## src/rtl/axi_lite_reg_slave_if.sv

```systemverilog
// AXI-lite bus bundle for one register-slave port: AW, W, B, AR and R channels.
// The master modport is the interconnect side; the slave modport is the register file.
interface axi_lite_reg_slave_if #(
    parameter int ADDR_WIDTH = 8,
    parameter int DATA_WIDTH = 32,
    parameter int RESP_WIDTH = 3
);
    logic [ADDR_WIDTH-1:0]   awaddr;
    logic                    awvalid;
    logic                    awready;
    logic [DATA_WIDTH-1:0]   wdata;
    logic [DATA_WIDTH/8:0]   wstrb;
    logic                    wvalid;
    logic                    wready;
    logic [RESP_WIDTH-1:0]   bresp;
    logic                    bvalid;
    logic                    bready;
    logic [ADDR_WIDTH-1:0]   araddr;
    logic                    arvalid;
    logic                    arready;
    logic [DATA_WIDTH-1:0]   rdata;
    logic [RESP_WIDTH-1:0]   rresp;
    logic                    rvalid;
    logic                    rready;

    modport master (
        output awaddr, awvalid, wdata, wstrb, wvalid, bready, araddr, arvalid, rready,
        input  awready, wready, bresp, bvalid, arready, rdata, rresp, rvalid
    );

    modport slave (
        input  awaddr, awvalid, wdata, wstrb, wvalid, bready, araddr, arvalid, rready,
        output awready, wready, bresp, bvalid, arready, rdata, rresp, rvalid
    );
endinterface

```

## src/rtl/axi_lite_reg_slave.sv

```systemverilog
// AXI-lite register file: CTRL0/CTRL1 read-write, STATUS/WRCNT read-only.
// Independent single-outstanding write and read FSMs.
module axi_lite_reg_slave #(
    parameter int                    DATA_WIDTH = 32,
    parameter int                    ADDR_WIDTH = 8,
    parameter int                    RESP_WIDTH = 3,
    parameter logic [DATA_WIDTH-1:0] CTRL0_RST  = '0
) (
    input  logic                  s_axi_aclk,
    input  logic                  s_axi_areset,
    axi_lite_reg_slave_if.slave   s_axi,
    input  logic [DATA_WIDTH-1:0] status_in,
    output logic [DATA_WIDTH-1:0] ctrl0_out,
    output logic [DATA_WIDTH-1:0] ctrl1_out
);
    localparam int STRB_W = DATA_WIDTH / 8;
    localparam int WADDR_W = ADDR_WIDTH - 2;

    localparam logic [RESP_WIDTH-1:0] RESP_OKAY   = RESP_WIDTH'(0);
    localparam logic [RESP_WIDTH-1:0] RESP_SLVERR = RESP_WIDTH'(2);
    localparam logic [RESP_WIDTH-1:0] RESP_DECERR = RESP_WIDTH'(3);
    localparam logic [DATA_WIDTH-1:0] CNT_ONE     = DATA_WIDTH'(1);

    typedef enum logic [2:0] {
        REG_CTRL0,
        REG_CTRL1,
        REG_STATUS,
        REG_WRCNT,
        REG_NONE
    } reg_sel_t;

    typedef enum logic {W_IDLE, W_RESP} w_state_t;
    typedef enum logic {R_IDLE, R_DATA} r_state_t;

    // Word address only: the byte-lane bits [1:0] never reach the decoder.
    function automatic reg_sel_t decode(input logic [WADDR_W-1:0] waddr);
        reg_sel_t sel;
        if (waddr[WADDR_W-1:2] != '0) begin
            sel = REG_NONE;
        end else begin
            case (waddr[1:0])
                2'd0:    sel = REG_CTRL0;
                2'd1:    sel = REG_CTRL1;
                2'd2:    sel = REG_STATUS;
                default: sel = REG_WRCNT;
            endcase
        end
        return sel;
    endfunction

    function automatic logic [DATA_WIDTH-1:0] merge_strb(
        input logic [DATA_WIDTH-1:0] old_val,
        input logic [DATA_WIDTH-1:0] new_val,
        input logic [STRB_W-1:0]     strb
    );
        logic [DATA_WIDTH-1:0] res;
        res = old_val;
        for (int i = 0; i < STRB_W; i++) begin
            if (strb[i]) res[8*i +: 8] = new_val[8*i +: 8];
        end
        return res;
    endfunction

    w_state_t              w_state;
    r_state_t              r_state;
    logic                  aw_held;
    logic                  w_held;
    logic [WADDR_W-1:0]    aw_addr_q;
    logic [DATA_WIDTH-1:0] w_data_q;
    logic [STRB_W-1:0]     w_strb_q;
    logic                  bvalid_q;
    logic [RESP_WIDTH-1:0] bresp_q;
    logic                  rvalid_q;
    logic [RESP_WIDTH-1:0] rresp_q;
    logic [DATA_WIDTH-1:0] rdata_q;
    logic [DATA_WIDTH-1:0] ctrl0_q;
    logic [DATA_WIDTH-1:0] ctrl1_q;
    logic [DATA_WIDTH-1:0] wrcnt_q;

    logic                  aw_hs;
    logic                  w_hs;
    logic                  ar_hs;
    logic                  wr_fire;
    logic [WADDR_W-1:0]    wr_addr;
    logic [DATA_WIDTH-1:0] wr_data;
    logic [STRB_W-1:0]     wr_strb;
    logic                  unused_bits;

    // Ready lines drop combinationally during reset so no handshake can land in that cycle.
    assign s_axi.awready = (w_state == W_IDLE) && !aw_held && !s_axi_areset;
    assign s_axi.wready  = (w_state == W_IDLE) && !w_held && !s_axi_areset;
    assign s_axi.arready = (r_state == R_IDLE) && !s_axi_areset;

    assign aw_hs = s_axi.awvalid && s_axi.awready;
    assign w_hs  = s_axi.wvalid && s_axi.wready;
    assign ar_hs = s_axi.arvalid && s_axi.arready;

    // A held beat takes priority; otherwise the beat handshaking this cycle is used directly.
    assign wr_addr = aw_held ? aw_addr_q : s_axi.awaddr[ADDR_WIDTH-1:2];
    assign wr_data = w_held ? w_data_q : s_axi.wdata;
    assign wr_strb = w_held ? w_strb_q : s_axi.wstrb[STRB_W-1:0];
    assign wr_fire = (w_state == W_IDLE) && (aw_held || aw_hs) && (w_held || w_hs);

    assign s_axi.bvalid = bvalid_q;
    assign s_axi.bresp  = bresp_q;
    assign s_axi.rvalid = rvalid_q;
    assign s_axi.rresp  = rresp_q;
    assign s_axi.rdata  = rdata_q;
    assign ctrl0_out    = ctrl0_q;
    assign ctrl1_out    = ctrl1_q;

    assign unused_bits = ^{s_axi.awaddr[1:0], s_axi.araddr[1:0], s_axi.wstrb[STRB_W]};

    always_ff @(posedge s_axi_aclk) begin
        if (aw_hs) aw_addr_q <= s_axi.awaddr[ADDR_WIDTH-1:2];
        if (w_hs) begin
            w_data_q <= s_axi.wdata;
            w_strb_q <= s_axi.wstrb[STRB_W-1:0];
        end
    end

    always_ff @(posedge s_axi_aclk) begin
        if (s_axi_areset) begin
            w_state  <= W_IDLE;
            aw_held  <= 1'b0;
            w_held   <= 1'b0;
            bvalid_q <= 1'b0;
            bresp_q  <= RESP_OKAY;
            ctrl0_q  <= CTRL0_RST;
            ctrl1_q  <= '0;
            wrcnt_q  <= '0;
        end else begin
            case (w_state)
                W_IDLE: begin
                    if (wr_fire) begin
                        aw_held  <= 1'b0;
                        w_held   <= 1'b0;
                        bvalid_q <= 1'b1;
                        w_state  <= W_RESP;
                        case (decode(wr_addr))
                            REG_CTRL0: begin
                                ctrl0_q <= merge_strb(ctrl0_q, wr_data, wr_strb);
                                wrcnt_q <= wrcnt_q + CNT_ONE;
                                bresp_q <= RESP_OKAY;
                            end
                            REG_CTRL1: begin
                                ctrl1_q <= merge_strb(ctrl1_q, wr_data, wr_strb);
                                wrcnt_q <= wrcnt_q + CNT_ONE;
                                bresp_q <= RESP_OKAY;
                            end
                            REG_STATUS, REG_WRCNT: bresp_q <= RESP_SLVERR;
                            default:               bresp_q <= RESP_DECERR;
                        endcase
                    end else begin
                        if (aw_hs) aw_held <= 1'b1;
                        if (w_hs)  w_held  <= 1'b1;
                    end
                end
                W_RESP: begin
                    if (s_axi.bready) begin
                        bvalid_q <= 1'b0;
                        w_state  <= W_IDLE;
                    end
                end
                default: w_state <= W_IDLE;
            endcase
        end
    end

    // Read data samples the registers before any same-edge write lands (non-blocking order).
    always_ff @(posedge s_axi_aclk) begin
        if (s_axi_areset) begin
            r_state  <= R_IDLE;
            rvalid_q <= 1'b0;
            rresp_q  <= RESP_OKAY;
            rdata_q  <= '0;
        end else begin
            case (r_state)
                R_IDLE: begin
                    if (ar_hs) begin
                        rvalid_q <= 1'b1;
                        r_state  <= R_DATA;
                        rresp_q  <= RESP_OKAY;
                        case (decode(s_axi.araddr[ADDR_WIDTH-1:2]))
                            REG_CTRL0:  rdata_q <= ctrl0_q;
                            REG_CTRL1:  rdata_q <= ctrl1_q;
                            REG_STATUS: rdata_q <= status_in;
                            REG_WRCNT:  rdata_q <= wrcnt_q;
                            default: begin
                                rdata_q <= '0;
                                rresp_q <= RESP_DECERR;
                            end
                        endcase
                    end
                end
                R_DATA: begin
                    if (s_axi.rready) begin
                        rvalid_q <= 1'b0;
                        r_state  <= R_IDLE;
                    end
                end
                default: r_state <= R_IDLE;
            endcase
        end
    end
endmodule

```

## src/flat_wrapper.sv

```systemverilog
// flat-port wrapper written by rule: the top's interface ports become plain ports
module axi_lite_reg_slave_flat 
#(
    parameter int                    DATA_WIDTH = 32,
    parameter int                    ADDR_WIDTH = 8,
    parameter int                    RESP_WIDTH = 3,
    parameter logic [DATA_WIDTH-1:0] CTRL0_RST  = '0
)
  (s_axi_aclk, s_axi_areset, status_in, ctrl0_out, ctrl1_out, s_axi_awaddr, s_axi_awvalid, s_axi_wdata, s_axi_wstrb, s_axi_wvalid, s_axi_bready, s_axi_araddr, s_axi_arvalid, s_axi_rready, s_axi_awready, s_axi_wready, s_axi_bresp, s_axi_bvalid, s_axi_arready, s_axi_rdata, s_axi_rresp, s_axi_rvalid);
  axi_lite_reg_slave_if #(.ADDR_WIDTH(ADDR_WIDTH), .DATA_WIDTH(DATA_WIDTH), .RESP_WIDTH(RESP_WIDTH)) s_axi_i ();
  input  logic s_axi_aclk;
  input  logic s_axi_areset;
  input  logic [DATA_WIDTH-1:0] status_in;
  output logic [DATA_WIDTH-1:0] ctrl0_out;
  output logic [DATA_WIDTH-1:0] ctrl1_out;
  input wire logic [$bits(s_axi_i.awaddr)-1:0] s_axi_awaddr;
  input wire logic [$bits(s_axi_i.awvalid)-1:0] s_axi_awvalid;
  input wire logic [$bits(s_axi_i.wdata)-1:0] s_axi_wdata;
  input wire logic [$bits(s_axi_i.wstrb)-1:0] s_axi_wstrb;
  input wire logic [$bits(s_axi_i.wvalid)-1:0] s_axi_wvalid;
  input wire logic [$bits(s_axi_i.bready)-1:0] s_axi_bready;
  input wire logic [$bits(s_axi_i.araddr)-1:0] s_axi_araddr;
  input wire logic [$bits(s_axi_i.arvalid)-1:0] s_axi_arvalid;
  input wire logic [$bits(s_axi_i.rready)-1:0] s_axi_rready;
  output wire logic [$bits(s_axi_i.awready)-1:0] s_axi_awready;
  output wire logic [$bits(s_axi_i.wready)-1:0] s_axi_wready;
  output wire logic [$bits(s_axi_i.bresp)-1:0] s_axi_bresp;
  output wire logic [$bits(s_axi_i.bvalid)-1:0] s_axi_bvalid;
  output wire logic [$bits(s_axi_i.arready)-1:0] s_axi_arready;
  output wire logic [$bits(s_axi_i.rdata)-1:0] s_axi_rdata;
  output wire logic [$bits(s_axi_i.rresp)-1:0] s_axi_rresp;
  output wire logic [$bits(s_axi_i.rvalid)-1:0] s_axi_rvalid;
  assign s_axi_i.awaddr = s_axi_awaddr;
  assign s_axi_i.awvalid = s_axi_awvalid;
  assign s_axi_i.wdata = s_axi_wdata;
  assign s_axi_i.wstrb = s_axi_wstrb;
  assign s_axi_i.wvalid = s_axi_wvalid;
  assign s_axi_i.bready = s_axi_bready;
  assign s_axi_i.araddr = s_axi_araddr;
  assign s_axi_i.arvalid = s_axi_arvalid;
  assign s_axi_i.rready = s_axi_rready;
  assign s_axi_awready = s_axi_i.awready;
  assign s_axi_wready = s_axi_i.wready;
  assign s_axi_bresp = s_axi_i.bresp;
  assign s_axi_bvalid = s_axi_i.bvalid;
  assign s_axi_arready = s_axi_i.arready;
  assign s_axi_rdata = s_axi_i.rdata;
  assign s_axi_rresp = s_axi_i.rresp;
  assign s_axi_rvalid = s_axi_i.rvalid;
  axi_lite_reg_slave #(.DATA_WIDTH(DATA_WIDTH), .ADDR_WIDTH(ADDR_WIDTH), .RESP_WIDTH(RESP_WIDTH), .CTRL0_RST(CTRL0_RST)) u_core (.s_axi_aclk(s_axi_aclk), .s_axi_areset(s_axi_areset), .s_axi(s_axi_i), .status_in(status_in), .ctrl0_out(ctrl0_out), .ctrl1_out(ctrl1_out));
endmodule
```

## config.mk

```make
export PLATFORM = sky130hd
export DESIGN_NAME = axi_lite_reg_slave_flat
export DESIGN_NICKNAME = d
export VERILOG_FILES = /design/src/rtl/axi_lite_reg_slave_if.sv /design/src/rtl/axi_lite_reg_slave.sv /design/src/flat_wrapper.sv
export SDC_FILE = /design/constraint.sdc
export NUM_CORES = 1
export LEC_CHECK = 0
export CAP_MARGIN = 40
export CELL_PAD_IN_SITES_DETAIL_PLACEMENT = 1
export CELL_PAD_IN_SITES_GLOBAL_PLACEMENT = 2
export CORE_AREA = 2 2 203 125
export DETAILED_ROUTE_END_ITERATION = 7
export DIE_AREA = 0 0 205 127
export PLACE_DENSITY_LB_ADDON = 0.15
export SLEW_MARGIN = 15
export SYNTH_ARGS = -nofsm -noshare
export SYNTH_HDL_FRONTEND = slang
export SYNTH_SLANG_ARGS = --single-unit
```

## constraint.sdc

```tcl
create_clock -name s_axi_aclk -period 4.25 [get_ports s_axi_aclk]
set_clock_uncertainty 0.1 [all_clocks]
set_input_delay 1.0625 -clock s_axi_aclk [delete_from_list [all_inputs] [get_ports s_axi_aclk]]
set_output_delay 1.0625 -clock s_axi_aclk [all_outputs]
set_load 0.005 [all_outputs]
```

### Word level (Yosys, flattened, before mapping)

Index checks and enable logic that the tools add are counted.

* $lt $le $gt $ge: 0
* reductions and logical operators: 41
* mux-type cells: 32
* multiply operators: 0
* equal/unequal tests: 14
* bitwise gates (word level): 2
* divide/modulo/power cells: 0
* shift operators: 0
* add/sub/neg operators: 1

Operators with widths (number)
* case mux 32 bit (4 select lines): 1
* adder 32 x 1 -> 32 bit, second input constant: 1
* two-way mux 32 bit: 1
* AND reduction 4 bit: 8
* two-way mux 3 bit: 8
* == test 3 x 2 -> 1 bit, second input constant: 4
* two-way mux 1 bit: 12
* case mux 2 bit (3 select lines): 2
* AND reduction 2 bit: 6
* logical AND 1 bit: 10
* case mux 1 bit (2 select lines): 4
* nonzero test 4 bit: 2
* == test 3 x 1 -> 1 bit, second input constant: 2
* zero test 3 bit: 2
* two-way mux 6 bit: 1
* == test 2 x 1 -> 1 bit, second input constant: 2
* == test 2 bit, second input constant: 2
* zero test 2 bit: 2
* two-way mux 4 bit: 1
* != test 2 x 1 -> 1 bit, second input constant: 2
* != test 2 bit, second input constant: 2
* case mux 2 bit (2 select lines): 1
* nonzero test 2 bit: 2
* OR reduction 2 bit: 2
* other kinds (6): 10

* RAM bits: 0
* ROM bits: 0
* latch bits: 0
* memories: 0
* output and inout bits: 107
* flip-flop bits (word level): 182

### Logic depth before layout (Yosys ltp)

Gate-level depths: netlist of the first run.

* depth after elaboration: 13
* gate-level depth with buffers: 8
* depth with buffers taken out: 6

### Least setup slack after synthesis of the first run

Ideal clock, no wire load.

* path type: input to output
* from: input s_axi_areset
* to: output s_axi_arready
* data required time: 3.088 ns
* setup slack: 1.119 ns
* data arrival time: 1.968 ns
* path buffers: 3
* cell stages on the path: 4
* cells stage by stage: clkbuf_1 > clkbuf_1 > buf_1 > nor2_1

* longest elaborated chain between the ends: 2

RTL lines
* start, declared: line flat_wrapper.sv:12 `input logic s_axi_areset;`
* zero test 1 bit: line axi_lite_reg_slave.sv:92 `assign s_axi.arready = (r_state == R_IDLE) && !s_axi_areset;`
* logical AND 1 bit: line axi_lite_reg_slave.sv:92
* end, declared: line flat_wrapper.sv:29 `output wire logic [$bits(s_axi_i.arready)-1:0] s_axi_arready;`

Every way passes these cells.

### Worst setup path in the final report of the first run

* from: input s_axi_wvalid
* to: register u_core.ctrl0_q[25] (netlist: u_core.ctrl0_out[25])

* longest elaborated chain between the ends: 4

RTL lines
* start, declared: line flat_wrapper.sv:20 `input wire logic [$bits(s_axi_i.wvalid)-1:0] s_axi_wvalid;`
* logical AND 1 bit: line axi_lite_reg_slave.sv:95 `assign w_hs = s_axi.wvalid && s_axi.wready;`
* logical OR 1 bit: line axi_lite_reg_slave.sv:102 `assign wr_fire = (w_state == W_IDLE) && (aw_held || aw_hs) && (w_held || w_hs);`
* logical AND 1 bit: line axi_lite_reg_slave.sv:102
* AND reduction 4 bit (no source line)
* end signal, assigned: line axi_lite_reg_slave.sv:142 `ctrl0_q <= merge_strb(ctrl0_q, wr_data, wr_strb);`
* end, declared: line axi_lite_reg_slave.sv:76 `logic [DATA_WIDTH-1:0] ctrl0_q;`

Every way passes these cells.
A chain may end at the register's enable or synchronous reset.

==> results of run 1 <==
-- path summary, 6_finish.rpt --
path	startpoint	end	slack [ps]	cells past startpoint
max reg2reg	u_core.w_held	u_core.wrcnt_q[31]	1370	5
max	s_axi_wvalid	u_core.ctrl0_out[25]	940	8
min	u_core.s_axi.rdata[19]	u_core.s_axi.rdata[19]	360	2
min reg2reg	u_core.s_axi.rdata[19]	u_core.s_axi.rdata[19]	360	2
-- critical path, cell delays in order --
cell and delay [ps]:
clkdlybuf4s50_1 520, nor2b_1 240, o221ai_2 200, buf_4 230
nor3_2 640, buf_4 330, a21oi_1 80, a211oi_1 240
-- kinds of logic (layout without fill, tap and decap cells) --
kind of cell,count (synthesis),in the layout,share of synthesized area
AO/OA/AOI/OAI,267,267,0.229
AND/OR/NAND/NOR,218,218,0.151
flip-flops,179,179,0.525
buffers and inverters,80,255,0.0420
multiplexers,37,37,0.0486
XOR/XNOR,2,2,0.00230
adder cells (fa/ha/maj),1,1,0.00164
other,1,3,0.000492
-- flip-flops by register name (all words and copies together), names as in the netlist --
name	cells
u_core.s_axi.rvalid	1
u_core.aw_held	1
u_core.r_state	1
u_core.s_axi.rresp	1
u_core.ctrl0_out	32
u_core.s_axi.bvalid	1
u_core.ctrl1_out	32
u_core.w_held	1
u_core.w_data_q	32
u_core.wrcnt_q	32
u_core.aw_addr_q	6
u_core.w_state	1
u_core.w_strb_q	4
u_core.s_axi.rdata	32
u_core.s_axi.bresp	2
-- cells in the final DEF, fill, tap and decap left out, drive strengths merged, types with 9 or more instances in the layout --
cell	Yosys	layout
a211oi	34	34
a221oi	32	32
nor2	19	19
edfxtp	42	42
o21ai	40	40
a21oi	100	100
or4	22	22
clkdlybuf4s50	0	190
and3	34	34
a22o	32	32
inv	9	9
nand3	11	11
nor3	45	45
dfxtp	137	137
buf	14	24
o31ai	20	20
nand2	56	56
mux2i	37	37
clkbuf	57	25
-- final cells by class --
class                           count  area (sq um)
Fill cell                        2712         13500
Sequential cell                   179          4010
Multi-Input combinational cell    527          3360
Timing Repair Buffer              214          2100
Clock buffer                       25           515
Tap cell                          322           403
Clock inverter                      7          47.5
Inverter                            9          33.8
Antenna cell                        1          2.50
-- power by group through the flow --
stage / sequential (mW) / clock (mW) / combinational (mW)
CTS: 1.78 / 1.56 / 0.265
finish: 1.78 / 1.52 / 0.263
global route: 1.79 / 1.61 / 0.283
floorplan: 1.82 / 0 / 0.107
global placement: 1.82 / 0 / 0.253
detailed placement: 1.82 / 0 / 0.263
-- routing by layer --
| metal | track usage | vias to the layer above | routed length [microns] |
|---|---|---|---|
| met5 | 0 | - | 27 |
| met4 | 0.0567 | 4 | 398 |
| met3 | 0.0526 | 33 | 1790 |
| met2 | 0.351 | 211 | 12800 |
| met1 | 0.286 | 3600 | 12800 |
| li1 | - | 3327 | - |
==> results.toml, run 1 <==
[sta]
worst_pin_slew_ps = 801
fin_hold_ws_ps = 362
clock.fmax_ghz = 0.302
hold_viol_final = 0
setup_viol = 0
fin_crit_ps = 3310
setup_ws_ps = 937
fin_crit_sh = 0.780
rsz0062_at_grt = "false"
max_slew_margin = 0.463
drv_slew = 0
tns_ps = 0

[pwr]
power.switching_mw = 0.832
leakagePower_nw = 3.34
powerDensity_nw_per_um2 = 341
seqPwrFrac = 0.500
intPower_mw = 2.74
vdd_drop_max_mv = 0.271
switching_share = 0.233
p_total_mw = 3.57
p_clk_frac = 0.427
pwr-share-comb = 0.074

[global_routing]
grt-ovfl-total = 0
grt_max_degree = 56
antenna_found_initial = 3
grt_pass1_wl_mm = 43.0
grt_pass1_vias = 7461
grt_usage = 0.215

[clock_tree]
clockBufferDepth = 2
cts_sinks = 179
clock_latency_ps = 440
path_clk_slew_ps = 70
tritoncts = "built"
cts_resized = 0
clock-root-buffer = "clkbuf_16"
htree_levels = 4
cts_buffers = 17
cts_setup_buffers = 0
holdBufCountCts = 0

[logic_synthesis]
netlist_instances = 785
synth.most_common_cell = "dfxtp_1"
ys_warn_count = 0
ys_ff_latch = 179
synth_ff_type = "dfxtp_1"
yosysUniqueCellTypes = 42
synth_top_area_frac = 0.360
ys_seq_area_frac = 0.525
synth_area_leader_cell = "dfxtp_1"
ys_async_sr_fraction = 0
synth_area_sq_um = 7630
avgSynthCellArea_sq_um = 9.71
synth_edf_count = 42
synth_area_leaders = "dfxtp_1, edfxtp_1, a21oi_1, mux2i_1, a221oi_1"
synth_commonest_cells = "dfxtp_1, a21oi_1, clkbuf_1, nand2_1, nor3_1"

[critical_path]
crit_fanout = 15
end_kind = "flop"
crit_type = "input port to flop"
cp.required_ps = 4490
arrival_ps = 3550
worstSetupStartpointType = "input port"

[placed_design]
gp_congestion = 0.869
dpl.cell_count = 1250
placed_cell_area_sq_um = 9890
port_buffers = 191
dp_hpwl_mm = 20.1
place_ws_ps = 532

[floorplan]
die_height_microns = 127
pin_count = 199
num_rows = 44
initial_utilization = 0.318
core_sq_um = 24000
dieArea_sq_um = 26000
chipWidth_microns = 205

[cells_and_area]
nets = 1041
final_cell_count_no_fill = 1284
fin_area_sq_um = 10500
fin_util = 0.436
syn_to_final_growth_pct = 37.3
layout-drive-gt1-share = 0.0718

[detailed_routing]
firstDrtPassIters = 4
finalWirelength_mm = 27.9
routedWlPerCell_microns = 21.7
drtIter0Drc = 384
post_drt_via_cell_ratio = 5.59
vias = 7175
final_antenna_net_count = 0
drc_errors = 0

[status]
status = "complete, no violations"

[min_path]
hold_class = "flop to flop"

[job]
maxCapViolCount = 0
Note: power is estimated with default switching activity, not from simulation.
==> inputs of run 2 (changes only) <==
--- a/config.mk
+++ b/config.mk
@@ -8,9 +8,9 @@
 export CAP_MARGIN = 40
 export CELL_PAD_IN_SITES_DETAIL_PLACEMENT = 1
 export CELL_PAD_IN_SITES_GLOBAL_PLACEMENT = 2
-export CORE_AREA = 2 2 203 125
+export CORE_AREA = 2 2 209 129
 export DETAILED_ROUTE_END_ITERATION = 7
-export DIE_AREA = 0 0 205 127
+export DIE_AREA = 0 0 211 131
 export PLACE_DENSITY_LB_ADDON = 0.15
 export SLEW_MARGIN = 15
 export SYNTH_ARGS = -nofsm -noshare
==> constraint.sdc (replaced) <==
create_clock -name s_axi_aclk -period 3.35 [get_ports s_axi_aclk]
set_clock_uncertainty 0.1 [all_clocks]
set_input_delay 0.8375 -clock s_axi_aclk [delete_from_list [all_inputs] [get_ports s_axi_aclk]]
set_output_delay 0.8375 -clock s_axi_aclk [all_outputs]
set_load 0.005 [all_outputs]
==> run 2 against run 1 <==
  * Critical path type unchanged
  * Critical path depth down 1
  * Clock power up 33%
  * Sequential share of layout area down 0.54 points
  * Final cell count up 1.8%
  * Sequential cell count unchanged
  * Combinational power up 25%
==> results.toml, run 2 (same netlist as run 1, synthesis figures left out) <==
[pwr]
p_total_mw = 4.62
power.switching_mw = 1.10
switching_share = 0.238
leakagePower_nw = 3.38
vdd_drop_max_mv = 0.287
seqPwrFrac = 0.491
powerDensity_nw_per_um2 = 434
intPower_mw = 3.52
pwr-share-comb = 0.071
p_clk_frac = 0.437

[floorplan]
die_height_microns = 131
chipWidth_microns = 211
num_rows = 46
dieArea_sq_um = 27600
initial_utilization = 0.295
core_sq_um = 25800
pin_count = 199

[detailed_routing]
firstDrtPassIters = 4
final_antenna_net_count = 0
routedWlPerCell_microns = 21.6
post_drt_via_cell_ratio = 5.31
drtIter0Drc = 310
finalWirelength_mm = 28.3
drc_errors = 0
vias = 6945

[critical_path]
crit_type = "input port to flop"
crit_fanout = 25
path_buf_inv = 2
cp_cell_sequence = "clkdlybuf4s50_1, nor2b_1, o22ai_1, a2111o_1, buf_4, or4_1, a21oi_1"
arrival_ps = 3090
reg2reg_from = "u_core.aw_addr_q[2]"
cp_num_cells = 7
path_delay_family = "compound AO/OA/AOI/OAI gates"
max_stage_delay_ps = 530
cp-startpoint = "s_axi_awvalid"
r2r_end = "u_core.wrcnt_q[16]"
rr_worst_depth = 5
r2r_slack_ps = 730
cp.required_ps = 3610
end_kind = "flop"
worstSetupStartpointType = "input port"
slowest_stage = "clkdlybuf4s50_1"
crit_path_end = "u_core.wrcnt_q[31]"

[placed_design]
placed_cell_area_sq_um = 10000
port_buffers = 191
dp_hpwl_mm = 20.2
gp_congestion = 0.775

[global_routing]
antenna_found_initial = 3
grt_pass1_vias = 7095
grt_pass1_wl_mm = 43.3
grt-ovfl-total = 0
grt_usage = 0.208
grt_max_degree = 65

[sta]
drv_slew = 0
rsz0062_at_grt = "false"
worst_pin_slew_ps = 744
max_slew_margin = 0.504
tns_ps = 0
fin_crit_ps = 2830
hold_viol_final = 0
setup_viol = 0
clock.fmax_ghz = 0.353
fin_crit_sh = 0.845

[clock_tree]
cts_sinks = 179
cts_buffers = 17
tritoncts = "built"
holdBufCountCts = 0
htree_levels = 4
clock-root-buffer = "clkbuf_16"
cts_setup_buffers = 0
path_clk_slew_ps = 70
clock_latency_ps = 450
clockBufferDepth = 2
cts_resized = 0

[cells_and_area]
nets = 1049
layout_commonest_cell = "clkdlybuf4s50_1"
syn_to_final_growth_pct = 39.3
fin_area_sq_um = 10600
layout-drive-gt1-share = 0.0795
fin_util = 0.411
final_cell_mix = "clkdlybuf4s50_1, dfxtp_1, a21oi_1"

[min_path]
hold_class = "flop to flop"

[status]
status = "complete, no violations"

[job]
maxCapViolCount = 0
-- run 2: cell count changes in the layout (fill, tap and decap cells not counted), moves of 3 or more --
cell / before / now
buf_12: 1 / 6
clkbuf_8: 6 / 1
buf_4: 22 / 26
clkinvlp_4: 2 / 5
-- run 2: worst min-delay path by stage --
stage / from / to / slack (ps) / cells after the start
2_1_floorplan: u_core.s_axi.rdata[0] / u_core.s_axi.rdata[0] / 350 / 2
3_3_place_gp: u_core.s_axi.rdata[1] / u_core.s_axi.rdata[1] / 340 / 2
5_1_grt: u_core.s_axi.rdata[25] / u_core.s_axi.rdata[25] / 380 / 2
4_1_cts: u_core.s_axi.rdata[25] / u_core.s_axi.rdata[25] / 360 / 2
6_report: u_core.s_axi.rdata[30] / u_core.s_axi.rdata[30] / 360 / 2
3_5_place_dp: u_core.s_axi.rdata[25] / u_core.s_axi.rdata[25] / 350 / 2
-- run 2: per-stage QoR --
| stage | std cells | setup WS, ps | hold slack (ps) |
|---|---|---|---|
| after floorplan | 786 | 669 | 349 |
| after global placement | 1273 | 143 | 337 |
| after detailed placement | 1273 | 104 | 348 |
| after CTS | 1305 | 543 | 364 |
| after global routing | 1305 | 392 | 378 |
| final | 1307 | 520 | 357 |
-- run 2: cell type report --
type / instances / area [sq um]
fill: 2904 / 15200
sequential: 179 / 4010
multi-input combinational: 527 / 3360
timing repair buffer: 222 / 2220
clock buffer: 18 / 439
tap: 336 / 420
clock inverter: 14 / 138
inverter: 9 / 33.8
antenna: 2 / 5.00
-- run 2: power groups by stage --
stage,clock [mW],sequential [mW],combinational (mW)
2_1_floorplan,0,2.30,0.136
3_3_place_gp,0,2.32,0.330
3_5_place_dp,0,2.32,0.334
4_1_cts,2.06,2.27,0.335
5_1_grt,2.15,2.27,0.356
6_report,2.02,2.27,0.330
-- run 2: worst reg2reg max path, cell delays in order (launching register included) --
cell	delay [ps]
edfxtp_1	370
nor4_1	340
nand2_1	300
a211o_1	660
or4_1	610
a21oi_1	170
-- run 2: metal layers --
layer | vias to the layer above | global-route usage | part of all wire
li1 | 3339 | - | -
met1 | 3416 | 0.292 | 0.48
met2 | 166 | 0.318 | 0.44
met3 | 20 | 0.0547 | 0.064
met4 | 4 | 0.0555 | 0.015
met5 | - | 0 | 0.0011
